### src/rtl/life_count_pipe_if.sv
// Stream bundle for life_count_pipe: partial-count beats in, neighbour count / next state out.
// slave is the pipeline's view, master is the producer/consumer view.
interface life_count_pipe_if #(
    parameter int NUM_IN = 3,
    parameter int IN_W   = 2
) ();
    localparam int SUM_W = $clog2(NUM_IN * (2**IN_W - 1) + 1);

    logic                   in_valid;
    logic                   in_ready;
    logic [NUM_IN*IN_W-1:0] in_cnt;
    logic                   in_center;
    logic                   in_last;
    logic                   out_valid;
    logic                   out_ready;
    logic [SUM_W-1:0]       out_sum;
    logic                   out_alive;
    logic                   out_last;

    modport master (
        output in_valid, in_cnt, in_center, in_last, out_ready,
        input  in_ready, out_valid, out_sum, out_alive, out_last
    );

    modport slave (
        input  in_valid, in_cnt, in_center, in_last, out_ready,
        output in_ready, out_valid, out_sum, out_alive, out_last
    );
endinterface

### src/rtl/life_count_pipe.sv
// Sums NUM_IN partial neighbour counts per beat and counts generations; LIFE_RULE_EN adds the B3/S23 next state.
// Latency: 2 cycles from input transfer to out_valid, 1 beat/cycle sustained.
// Backpressure: out_ready feeds in_ready combinationally (no skid); outputs hold while stalled.
module life_count_pipe #(
    parameter int NUM_IN = 3,
    parameter int IN_W   = 2,
    parameter int GEN_W  = 8
) (
    input  logic             clk,
    input  logic             rst_n,
    life_count_pipe_if.slave bus,
    output logic [GEN_W-1:0] gen_count
);
    localparam int SUM_W = $clog2(NUM_IN * (2**IN_W - 1) + 1);
    localparam int N_LO  = NUM_IN / 2;

    logic             s1_valid;
    logic             s1_center;
    logic             s1_last;
    logic [SUM_W-1:0] s1_lo;
    logic [SUM_W-1:0] s1_hi;
    logic [SUM_W-1:0] lo_sum;
    logic [SUM_W-1:0] hi_sum;
    logic [SUM_W-1:0] s2_sum;
    logic             s2_alive;
    logic             s2_load;
    logic             in_xfer;
    logic             out_xfer;

    // Split the adder tree so each stage carries roughly half the additions.
    always_comb begin
        lo_sum = '0;
        hi_sum = '0;
        for (int i = 0; i < NUM_IN; i++) begin
            if (i < N_LO) lo_sum = lo_sum + SUM_W'(bus.in_cnt[i*IN_W +: IN_W]);
            else          hi_sum = hi_sum + SUM_W'(bus.in_cnt[i*IN_W +: IN_W]);
        end
    end

    assign s2_load      = s1_valid & (~bus.out_valid | bus.out_ready);
    assign bus.in_ready = ~s1_valid | s2_load;
    assign in_xfer      = bus.in_valid & bus.in_ready;
    assign out_xfer     = bus.out_valid & bus.out_ready;
    assign s2_sum       = s1_lo + s1_hi;

`ifdef LIFE_RULE_EN
    assign s2_alive = (s2_sum == SUM_W'(3)) | (s1_center & (s2_sum == SUM_W'(2)));
`else
    // Centre bit still travels so the rule can be re-enabled without retiming; it folds away here.
    assign s2_alive = s1_center & 1'b0;
`endif

    always_ff @(posedge clk or negedge rst_n) begin
        if (!rst_n) begin
            s1_valid  <= 1'b0;
            s1_lo     <= '0;
            s1_hi     <= '0;
            s1_center <= 1'b0;
            s1_last   <= 1'b0;
        end else begin
            if (bus.in_ready) s1_valid <= bus.in_valid;
            if (in_xfer) begin
                s1_lo     <= lo_sum;
                s1_hi     <= hi_sum;
                s1_center <= bus.in_center;
                s1_last   <= bus.in_last;
            end
        end
    end

    always_ff @(posedge clk or negedge rst_n) begin
        if (!rst_n) begin
            bus.out_valid <= 1'b0;
            bus.out_sum   <= '0;
            bus.out_alive <= 1'b0;
            bus.out_last  <= 1'b0;
        end else if (s2_load) begin
            bus.out_valid <= 1'b1;
            bus.out_sum   <= s2_sum;
            bus.out_alive <= s2_alive;
            bus.out_last  <= s1_last;
        end else if (bus.out_ready) begin
            bus.out_valid <= 1'b0;
        end
    end

    always_ff @(posedge clk or negedge rst_n) begin
        if (!rst_n)                        gen_count <= '0;
        else if (out_xfer && bus.out_last) gen_count <= gen_count + 1'b1;
    end
endmodule

### src/flat_wrapper.sv
// flat-port wrapper written by rule: the top's interface ports become plain ports
module life_count_pipe_flat 
#(
    parameter int NUM_IN = 3,
    parameter int IN_W   = 2,
    parameter int GEN_W  = 8
)
  (clk, rst_n, gen_count, bus_in_valid, bus_in_cnt, bus_in_center, bus_in_last, bus_out_ready, bus_in_ready, bus_out_valid, bus_out_sum, bus_out_alive, bus_out_last);
  life_count_pipe_if #(.NUM_IN(NUM_IN), .IN_W(IN_W)) bus_i ();
  input  logic clk;
  input  logic rst_n;
  output logic [GEN_W-1:0] gen_count;
  input wire logic [$bits(bus_i.in_valid)-1:0] bus_in_valid;
  input wire logic [$bits(bus_i.in_cnt)-1:0] bus_in_cnt;
  input wire logic [$bits(bus_i.in_center)-1:0] bus_in_center;
  input wire logic [$bits(bus_i.in_last)-1:0] bus_in_last;
  input wire logic [$bits(bus_i.out_ready)-1:0] bus_out_ready;
  output wire logic [$bits(bus_i.in_ready)-1:0] bus_in_ready;
  output wire logic [$bits(bus_i.out_valid)-1:0] bus_out_valid;
  output wire logic [$bits(bus_i.out_sum)-1:0] bus_out_sum;
  output wire logic [$bits(bus_i.out_alive)-1:0] bus_out_alive;
  output wire logic [$bits(bus_i.out_last)-1:0] bus_out_last;
  assign bus_i.in_valid = bus_in_valid;
  assign bus_i.in_cnt = bus_in_cnt;
  assign bus_i.in_center = bus_in_center;
  assign bus_i.in_last = bus_in_last;
  assign bus_i.out_ready = bus_out_ready;
  assign bus_in_ready = bus_i.in_ready;
  assign bus_out_valid = bus_i.out_valid;
  assign bus_out_sum = bus_i.out_sum;
  assign bus_out_alive = bus_i.out_alive;
  assign bus_out_last = bus_i.out_last;
  life_count_pipe #(.NUM_IN(NUM_IN), .IN_W(IN_W), .GEN_W(GEN_W)) u_core (.clk(clk), .rst_n(rst_n), .bus(bus_i), .gen_count(gen_count));
endmodule
### config.mk
export PLATFORM = sky130hd
export DESIGN_NAME = life_count_pipe_flat
export DESIGN_NICKNAME = d
export VERILOG_FILES = /design/src/rtl/life_count_pipe_if.sv /design/src/rtl/life_count_pipe.sv /design/src/flat_wrapper.sv
export SDC_FILE = /design/constraint.sdc
export NUM_CORES = 1
export LEC_CHECK = 0
export ABC_AREA = 0
export BUFFER_PORTS_ARGS = -buffer_cell sky130_fd_sc_hd__clkbuf_2
export CAP_MARGIN = 20
export CORE_MARGIN = 8
export CORE_UTILIZATION = 35
export CTS_CLUSTER_SIZE = 40
export DETAILED_ROUTE_END_ITERATION = 10
export PLACE_DENSITY = 0.6
export SYNTH_ARGS = -nofsm -noshare
export SYNTH_HDL_FRONTEND = slang
export SYNTH_SLANG_ARGS = --single-unit
### constraint.sdc
create_clock -name clk -period 1.95 [get_ports clk]
set_input_delay 0.39 -clock clk [delete_from_list [all_inputs] [get_ports clk]]
set_output_delay 0.39 -clock clk [all_outputs]
set_load 0.01 [all_outputs]
==> flow_summary.yaml <==
outcome:
  outcome: "finished, final reports clean"
logic_synthesis:
  synth-seq-cells: 21
  synthAdderAreaFrac_pct: 9.38
  synth_common_cells: "dfrtp_1, mux2_2, xor2_1"
  synthArstFlopShare_pct: 100
  synthFlopType: "dfrtp_1"
  muxShareOfSynthArea_pct: 13.9
  syn-num-nets: 91
  ys_warn_count: 0
  postSynthCellCount: 73
  synth_area_um2: 961
  avgSynthCellArea_um2: 13.2
  yosysSeqAreaShare_pct: 54.7
  yosys.area.top_type: "dfrtp_1"
  synth_edf_count: 0
  synth.most_common_cell: "dfrtp_1"
  synth_top_area_share_pct: 54.7
  yosys.area_share.simple_pct: 11.5
  ys_types: 22
  synth_compound_gate_area_share_pct: 0.521
  synth_top_family_by_area: "multiplexers"
  yosys-top-cells-area: "dfrtp_1, mux2_2, ha_1"
  synthXorXnorAreaFrac_pct: 7.29
sta:
  drv_slew: 0
  hold_ws_ps: 41.5
  finalSetupTns_ps: 0
  final-hold-violation-count: 0
  relSlewSlack_pct: 65.5
  fin_worst_skew_ps: 1.80
  setup_viol: 0
  max_freq_mhz: 683
  fin_ws_ps: 486
  period_minus_slack_ps: 1460
  worst_pin_slew_ps: 518
  rsz0062_at_grt: "no"
  period_share_pct: 75.1
clocking:
  clock_path_buffers: 2
  cts_tree: "yes"
  clk-insertion-delay-late_ps: 300
  clk_pin_slew_worst_paths_ps: 110
  cts_setup_buffers: 0
  cts.repair.resized: 0
  htree_levels: 1
  numClockSinks: 21
  clockRootBuffer: "clkbuf_4"
  tritoncts.num_buffers: 3
  hold_buffers: 0
critical_path:
  cp-end-kind: "flop"
  reg2reg_to: "u_core.bus.out_sum[2]"
  r2r-start: "u_core.s1_hi[0]"
  critPathSlowestCell: "dfrtp_1"
  crit_type: "flop to flop"
  critical_path.max_fanout: 2
  critPathArrivalTime_ps: 1660
  path_cells: "ha_1 -> inv_1 -> fa_1 -> xnor2_1 -> mux2_2"
  r2r_slack_ps: 490
  cpPeakStageDelay_ps: 370
  required_ps: 2150
  reg2reg_depth: 5
  start_kind: "flop"
die:
  rows: 19
  die-area_mm2: 0.00468
  ios: 28
  start_util_pct: 35.8
  die_y_um: 68.4
  coreArea_mm2: 0.00269
  die_w_um: 68.4
place:
  port_buffers: 25
  place_area_mm2: 0.00112
  dp_hpwl_um: 1330
  place_congestion: 0.737
  pre_cts_ws_ps: 471
detailed_routing:
  drc: 0
  routedLengthMet1_um: 764
  topRoutingLayerUsed: "met4"
  wl_met2_um: 763
  drt_wl_total_um: 1690
  drtPass1Iterations: 4
  ant_nets: 0
  met3_length_um: 157
  wl_per_cell_um: 12.8
  num_vias: 608
  initialDrtViolationCount: 27
  via_per_inst: 4.61
cells_and_area:
  nets: 120
  drive_gt1_share_pct: 41.6
  diodes: 0
  syn_to_final_growth_pct: 19.0
  fin_area_mm2: 0.00114
global_routing:
  grt_usage_pct: 8.03
  grt_pass1_vias: 644
  grt_pass1_wl_um: 2840
  antenna_found_initial: 0
  grt_max_degree: 22
  grt_overflow: 0
power:
  p_leak_uw: 0.000576
  p_per_area_mw_per_mm2: 1080
  ir_drop_mv: 0.542
worst_hold_path:
  hold_path_class: "input port to async pin"
job:
  max_cap_violations: 0
[power by group]
group | total (uW) | internal (uW) | switching [uW] | leakage, uW
Clock | 203 | 79.6 | 124 | 0.0000150
Combinational | 384 | 196 | 189 | 0.000306
Sequential | 651 | 550 | 101 | 0.000256
Total | 1240 | 825 | 413 | 0.000576
[layer usage]
layer / track usage (%) / vias up
met5: 0 / -
met3: 4.42 / 2
met2: 13.1 / 22
met4: 1.53 / 0
met1: 9.06 / 285
li1: - / 299
[placed cells by master (no fill, tap or decap)]
master / synthesis / final
nand3_2: 1 / 1
nor4_2: 1 / 1
nand2_2: 1 / 1
nand2b_1: 3 / 3
inv_1: 4 / 4
a21oi_1: 1 / 1
clkbuf_1: 0 / 1
nand3_1: 2 / 2
clkbuf_2: 0 / 25
mux2_2: 11 / 11
nor2_1: 2 / 2
xnor2_1: 3 / 3
conb_1: 1 / 1
nand2_1: 4 / 4
nand3b_1: 1 / 1
mux2i_1: 1 / 1
dfrtp_1: 21 / 21
nor3_1: 2 / 2
ha_1: 4 / 4
nor2b_1: 1 / 1
fa_1: 2 / 2
xor2_1: 5 / 5
nand4_1: 1 / 1
clkbuf_4: 0 / 3
[layout make-up]
| cell class | count | area [um2] |
|---|---|---|
| clock buffers | 4 | 26.3 |
| fillers | 261 | 1540 |
| inverters | 4 | 15.0 |
| multi-input cells | 47 | 413 |
| flip-flops and latches | 21 | 526 |
| well taps | 31 | 38.8 |
| repair buffers | 25 | 125 |
[sequential cells by signal (all words and copies together), names as in the netlist]
register and cells:
u_core.s1_valid 1, u_core.s1_lo 2, u_core.bus.out_valid 1, u_core.bus.out_last 1, u_core.bus.out_sum 4, u_core.s1_hi 3
u_core.s1_last 1, u_core.gen_count 8
[logic make-up (layout without fill, tap and decap cells)]
| kind of cell | Yosys count | count (layout) |
|---|---|---|
| multiplexers | 12 | 12 |
| flip-flops | 21 | 21 |
| AO/OA/AOI/OAI | 1 | 1 |
| other | 1 | 1 |
| buffers and inverters | 5 | 33 |
| AND/OR/NAND/NOR | 19 | 19 |
| adder cells (fa/ha/maj) | 6 | 6 |
| XOR/XNOR | 8 | 8 |
[through the flow]
stage	std cells	total power [uW]	utilization, %
6_report	132	1240	42.6
5_1_grt	132	1340	42.6
4_1_cts	132	1270	42.6
3_5_place_dp	128	1060	41.6
3_3_place_gp	128	1040	41.6
2_1_floorplan	73	887	-
[worst max-delay path, delay by kind of cell (launching register included)]
family     cells  cell delay [ps]
flops          1              370
fa+ha+maj      2              550
buf+inv        1               60
mux            1              250
xor+xnor       1              130
[worst max path at each step]
stage | startpoint | end | slack [ps]
6_report | u_core.s1_hi[0] | u_core.bus.out_sum[2] | 490
4_1_cts | u_core.bus.out_valid | bus_in_ready | 460
3_5_place_dp | bus_in_cnt[2] | u_core.s1_hi[1] | 470
3_3_place_gp | bus_in_cnt[2] | u_core.s1_hi[1] | 480
5_1_grt | u_core.s1_hi[0] | u_core.bus.out_sum[2] | 390
2_1_floorplan | u_core.s1_hi[0] | u_core.bus.out_sum[2] | 570
Power figures use the tool's default switching activity.
